## src/rtl/rf_sb_param.sv

```systemverilog
// NREGS x WIDTH register file with two operand read ports, a destination read port,
// one write port, optional write-to-read bypass, optional zero R0 and a pending-write scoreboard.
module rf_sb_param #(
    parameter int NREGS   = 8,
    parameter int WIDTH   = 16,
    parameter int BYPASS  = 1,
    parameter int ZERO_R0 = 0,
    localparam int AW     = $clog2(NREGS)
) (
    input  logic             clk,
    input  logic             rstz,
    input  logic             sclr,
    input  logic [AW-1:0]    rd,
    input  logic [AW-1:0]    ra,
    input  logic [AW-1:0]    rb,
    input  logic [WIDTH-1:0] data,
    input  logic             en,
    input  logic             iss_en,
    input  logic [AW-1:0]    iss_rd,
    output logic [WIDTH-1:0] opA,
    output logic [WIDTH-1:0] opB,
    output logic [WIDTH-1:0] opD,
    output logic             busy_a,
    output logic             busy_b,
    output logic             stall,
    output logic [NREGS-1:0] busy_vec,
    inout  wire              dvdd,
    inout  wire              dgnd
);

    localparam logic [AW:0] NREGS_W = (AW+1)'(NREGS);

    logic [WIDTH-1:0] r [NREGS];
    logic [NREGS-1:0] busy;
    logic             wr_valid;
    logic             iss_valid;
    logic             hit_a;
    logic             hit_b;

    // Addresses past the last register, and R0 when hardwired, behave as a sink.
    function automatic logic addr_ok(input logic [AW-1:0] a);
        return ({1'b0, a} < NREGS_W) && !((ZERO_R0 != 0) && (a == '0));
    endfunction

    assign wr_valid  = rstz && !sclr && en && addr_ok(rd);
    assign iss_valid = rstz && !sclr && iss_en && addr_ok(iss_rd);
    assign hit_a     = (BYPASS != 0) && wr_valid && (rd == ra);
    assign hit_b     = (BYPASS != 0) && wr_valid && (rd == rb);

    always_ff @(posedge clk or negedge rstz) begin
        if (!rstz) begin
            for (int i = 0; i < NREGS; i++) r[i] <= '0;
            busy <= '0;
        end else if (sclr) begin
            for (int i = 0; i < NREGS; i++) r[i] <= '0;
            busy <= '0;
        end else begin
            for (int i = 0; i < NREGS; i++) begin
                if (wr_valid && (rd == AW'(i))) r[i] <= data;
                // A new producer issuing in the writeback cycle keeps the register pending.
                if (iss_valid && (iss_rd == AW'(i))) busy[i] <= 1'b1;
                else if (wr_valid && (rd == AW'(i))) busy[i] <= 1'b0;
            end
        end
    end

    always_comb begin
        opA    = '0;
        opB    = '0;
        opD    = '0;
        busy_a = 1'b0;
        busy_b = 1'b0;
        if (rstz) begin
            if (addr_ok(ra)) begin
                opA    = r[ra];
                busy_a = busy[ra];
            end
            if (addr_ok(rb)) begin
                opB    = r[rb];
                busy_b = busy[rb];
            end
            if (hit_a) begin
                opA    = data;
                busy_a = 1'b0;
            end
            if (hit_b) begin
                opB    = data;
                busy_b = 1'b0;
            end
            if (addr_ok(rd)) opD = r[rd];
        end
    end

    assign stall    = busy_a | busy_b;
    assign busy_vec = busy;

endmodule
```

## config.mk

```make
export PLATFORM = sky130hd
export DESIGN_NAME = rf_sb_param
export DESIGN_NICKNAME = d
export VERILOG_FILES = /design/src/rtl/rf_sb_param.sv
export SDC_FILE = /design/constraint.sdc
export NUM_CORES = 1
export LEC_CHECK = 0
export CAP_MARGIN = 40
export CORE_ASPECT_RATIO = 0.8
export CORE_MARGIN = 3
export CORE_UTILIZATION = 55
export CTS_CLUSTER_DIAMETER = 100
export DETAILED_ROUTE_END_ITERATION = 8
export GPL_TIMING_DRIVEN = 0
export PLACE_DENSITY = 0.78
export SLEW_MARGIN = 5
export SYNTH_ARGS = -nofsm -noshare
export SYNTH_HDL_FRONTEND = slang
export SYNTH_SLANG_ARGS = --single-unit
```

## constraint.sdc

```tcl
create_clock -name clk -period 4.21 [get_ports clk]
set_input_delay 0.421 -clock clk [delete_from_list [all_inputs] [get_ports clk]]
set_output_delay 0.421 -clock clk [all_outputs]
set_load 0.02 [all_outputs]
```

### Word level (Yosys, flattened, before mapping)

Index checks and enable logic that the tools add are counted.

| word-level totals | value |
|---|---|
| word-level logic and storage cells | 129 |
| memories kept | 0 |
| flip-flop bits (word level) | 136 |
| memory bits (read-only) | 0 |
| bits in latches | 0 |
| input bits | 33 |
| memory bits (writable) | 0 |

| cells by class | value |
|---|---|
| magnitude comparators | 5 |
| equality and inequality tests | 16 |
| shift-type cells | 0 |
| muxes and demuxes | 48 |
| reduce and logical (&&, ||, !) cells | 40 |
| $add $sub $neg | 0 |
| bitwise gates (word level) | 4 |
| div/mod/pow operators | 0 |
| $mul | 0 |

Operators by type and width:

| operator | count |
|---|---|
| $mux W16 | 19 |
| $bmux W16 S3 | 3 |
| $mux W128 | 1 |
| $eq A3 B3 Y1 const B | 8 |
| $reduce_bool A3 Y1 | 8 |
| $mux W1 | 22 |
| $logic_and A1 B1 Y1 | 21 |
| $reduce_bool A2 Y1 | 8 |
| $eq A3 B2 Y1 const B | 4 |
| $ge A4 B4 Y1 const B | 3 |
| $not A3 Y4 | 3 |
| $lt A3 B4 Y1 const B | 2 |
| $mux W8 | 1 |
| $bmux W1 S3 | 2 |
| $eq A3 B1 Y1 const B | 2 |
| $eq A3 B3 Y1 | 2 |
| $logic_not A3 Y1 | 2 |
| $logic_not A1 Y1 | 1 |
| $or A1 B1 Y1 | 1 |

### Logic depth before layout (Yosys ltp)

| logic depth | value |
|---|---|
| depth after elaboration | 7 |
| depth in mapped cells | 7 |
| gate-level depth less buffers | 4 |

### Worst setup path after synthesis

Ideal clock, no wire load.

| timing | value |
|---|---|
| path type | input -> output |
| from | input rstz |
| to | output opA[14] |
| data required time | 3.789 ns |
| arrival | 1.903 ns |
| stages on the path | 6 |
| setup slack | 1.886 ns |
| path buffers | 3 |
| cell sequence | buf_4 > nand3b_4 > or4_1 > buf_2 > buf_2 > a21oi_1 |

| on the way | value |
|---|---|
| word-level cells in the longest chain between the ends | 5 |

Ends and longest elaborated chain:

| what | line | source |
|---|---|---|
| from (decl) | 11 | `input logic rstz,` |
| $logic_and A1 B1 Y1 (2 in a row) | 45 | `assign wr_valid = rstz && !sclr && en && addr_ok(rd);` |
| $logic_and A1 B1 Y1 | 47 | `assign hit_a = (BYPASS != 0) && wr_valid && (rd == ra);` |
| $mux W16 | 82 | `if (hit_a) begin` |
| $mux W16 (*) | 73 | `if (rstz) begin` |
| to (decl) | 20 | `output logic [WIDTH-1:0] opA,` |

Every way passes the cells marked *; elsewhere a longest branch is shown, timed or not.

### Final worst setup path

| timing | value |
|---|---|
| from | input rstz |
| to | output opA[15] |

Same word-level chain as after synthesis.

==> run metrics <==
Req. time, crit path=around 3.8 ns; largest net degree at the start of global routing=85; Initial Util=a little under three fifths; Critical path buffers and inverters=5; worst-margin pin slew=between 1 and 1.5 ns; CP most frequent cell=clkbuf_1; Rel. slew slack=between 30% and 40%; RSZ-0062 raised after global routing=no; worst-skew pair later-pin latency=around 0.44 ns; Setup Crit Path Kind=in2out; final worst slack=approximately 0.17 ns; clock transition at the registers of the reported paths=~0.060 ns; max-slew violations=0; Final min period=4.04 ns; CP endpoint kind=output port; top-area cell type share of the netlist area=between 30% and 40%; Syn Nets=~1000; DR WL/cell=around 28 um; syn avg cell area=9.42 um^2; area of the core=16100 um^2; DRC=0; first-pass GRT wire length=approximately 53000 um; maximum VDD drop=~340 uV; Placed Instance Area=10200 um^2; CTS root buf=clkbuf_16; chip height=around 120 um; YS warnings=0; CP max stage cell=clkbuf_1; initial antenna violation count=0; diodes inserted=0; Die W=150 um; Vias/cell=roughly 7.1; Worst Hold Class=in2async; PD cells=between 300 and 400 nW/um^2; Buffers on Ports=70; vias=roughly 9100; clk sinks=136; mapped cell area=9160 um^2; post-place setup slack=around 0.22 ns; Total Die Area=between 15000 and 20000 um^2; fin area=10800 um^2; share of layout cells above drive strength 1=about 15%; GR Util All Layers=between 40% and 50%; number of flops mapped to enable cells by yosys=0; GRT overflow=0; Seq/Total Area, Yosys=37.2%; CP cell instances=buf_6 -> buf_4 -> clkbuf_1 -> clkbuf_1 -> o21ai_0 -> a21oi_1 -> clkdlybuf4s50_1; DRT iter0 DRCs=roughly 1400; antenna viol nets, final=0; post-synth top area cell=dfrtp_1; outcome=finished, final reports clean; prevailing post-synth register cell=dfrtp_1; vias in the first global route=~9000; fin crit share=approximately 96%; fillcell total=1306; Cell Rows=41; drt pass-1 iters=6; total leakage power=4.29 nW; Synth-to-Final Area Change=18.2%; final setup fails=0; synth top area cells=dfrtp_1 37%, mux4_2 16%, mux2i_1 11%, a21oi_1 9.5%, nand2_1 7.4%; io pins=between 90 and 100; Post-CTS Hold Buffers=0; Clock Path Buffers=2; htree depth=4; upper clock frequency limit=approximately 250 MHz; CTS resizes=0; Crit Path Max Fanout=84; Num CTS Buffers=17; Synth async-reset ratio=between 90% and 100%; Post-CTS Setup Inserts=0; synthesized instance count=slightly below 1000; #FFs+latches synth=136; # nets final=1101; CP Launch Type=input port; slowest stage delay, CP=0.67 ns; Synth cell types=37; DRT Wirelength=35700 um; Max Cap Viol=0; skew final=0 ns; Final Wtd Congestion=just under 1; CTS tree=done; post-DP HPWL=23900 um; Arr. time, crit path=between 3 and 4 ns; Final Hold Fails=0; number of unconstrained endpoints=2; CP delay by family, top=buffers and inverters
-- logic make-up (layout without fill, tap and decap cells) --
group	Yosys count	after routing	share of synthesized area [%]
AO/OA/AOI/OAI	298	298	17.2
XOR/XNOR	6	6	0.574
buffers and inverters	119	226	5.62
flip-flops	136	136	37.2
multiplexers	166	166	27.2
AND/OR/NAND/NOR	247	247	12.2
-- synth_stat cells, types with 2 or more instances --
master     count
o21ai_1       11
nand2_1      181
nor2_1        17
nand2b_1       6
mux4_2        66
buf_2         42
mux2_2         2
dfrtp_1      136
or3_1          4
o22ai_1       30
inv_1          8
o21ai_0       69
or4_1          3
or2_2          2
nor3_2         3
mux2i_1       98
nor2_2         2
o31a_1         2
a21oi_1      174
o32ai_1        7
xor2_1         6
buf_4          2
nor2b_1       20
nand4_1        2
clkbuf_1      65
o2111ai_1      2
a22oi_1        2
-- area by class of cell --
cell class / instances / area (um^2) / area share (%)
buffer: 111 / 484 / 4.47
clock buffer: 19 / 453 / 4.18
clock inverter: 13 / 176 / 1.63
inverter: 8 / 30.0 / 0.277
multi-input combinational: 717 / 5240 / 48.4
sequential: 136 / 3400 / 31.4
tap: 215 / 269 / 2.48
timing repair buffer: 75 / 771 / 7.12
-- per-stage QoR --
step	total power, mW	utilization (%)	hold slack, ns	setup TNS (ns)	std cells
6_report	3.37	67.4	0.0547	0	1294
5_1_grt	3.45	67.4	0.114	0	1294
4_1_cts	3.34	67.3	0.0838	0	1292
3_5_place_dp	1.76	63.4	0.540	0	1260
3_3_place_gp	1.75	63.1	0.543	-1074.67	1257
2_1_floorplan	1.58	-	0.125	0	972
-- state kept, by name, summed over array words and instances (netlist names) --
signal / cells
r: 128
busy_vec: 8
-- placed cells by master (no fill, tap or decap), types with 3 or more instances in the layout --
| cell type | count |
|---|---|
| nand2_1 | 181 |
| a21oi_1 | 174 |
| dfrtp_1 | 136 |
| mux2i_1 | 98 |
| o21ai_0 | 69 |
| clkdlybuf4s50_1 | 69 |
| mux4_2 | 66 |
| clkbuf_1 | 65 |
| buf_2 | 42 |
| o22ai_1 | 30 |
| nor2b_1 | 20 |
| nor2_1 | 17 |
| clkbuf_16 | 17 |
| o21ai_1 | 11 |
| inv_1 | 8 |
| o32ai_1 | 7 |
| xor2_1 | 6 |
| nand2b_1 | 6 |
| buf_6 | 5 |
| clkinv_2 | 5 |
| or3_1 | 4 |
| bufinv_16 | 4 |
| buf_4 | 3 |
| or4_1 | 3 |
| nor3_2 | 3 |
| clkinvlp_4 | 3 |
-- where the power goes --
part	total (mW)	internal [mW]	switching [mW]
combinational	0.423	0.131	0.292
clock	1.62	1.02	0.604
sequential	1.33	1.32	0.0122
-- metal layers --
metal | GRT usage [%] | routed length [um]
met5 | 0 | 38
met4 | 18.2 | 1600
met3 | 17.3 | 5840
met2 | 56.4 | 15100
met1 | 53.8 | 13200
-- path summary, 6_finish.rpt --
| path | end | slack, ns | from | cells past startpoint |
|---|---|---|---|---|
| worst min register to register | r[110] | 0.56 | r[110] | 2 |
| worst max-delay path | opA[15] | 0.17 | rstz | 7 |
| max in group asynchronous | r[8] | 3.39 | rstz | 2 |
| worst max register to register | r[40] | 3.33 | r[40] | 2 |
| worst min-delay path | busy_vec[4] | 0.05 | rstz | 1 |
| min in group clk | r[89] | 0.37 | data[9] | 3 |
-- worst register-to-register path: stages (launching register included) --
cell	delay, ns
dfrtp_1	0.44
o21ai_0	0.12
a21oi_1	0.22
Power figures use the tool's default switching activity.
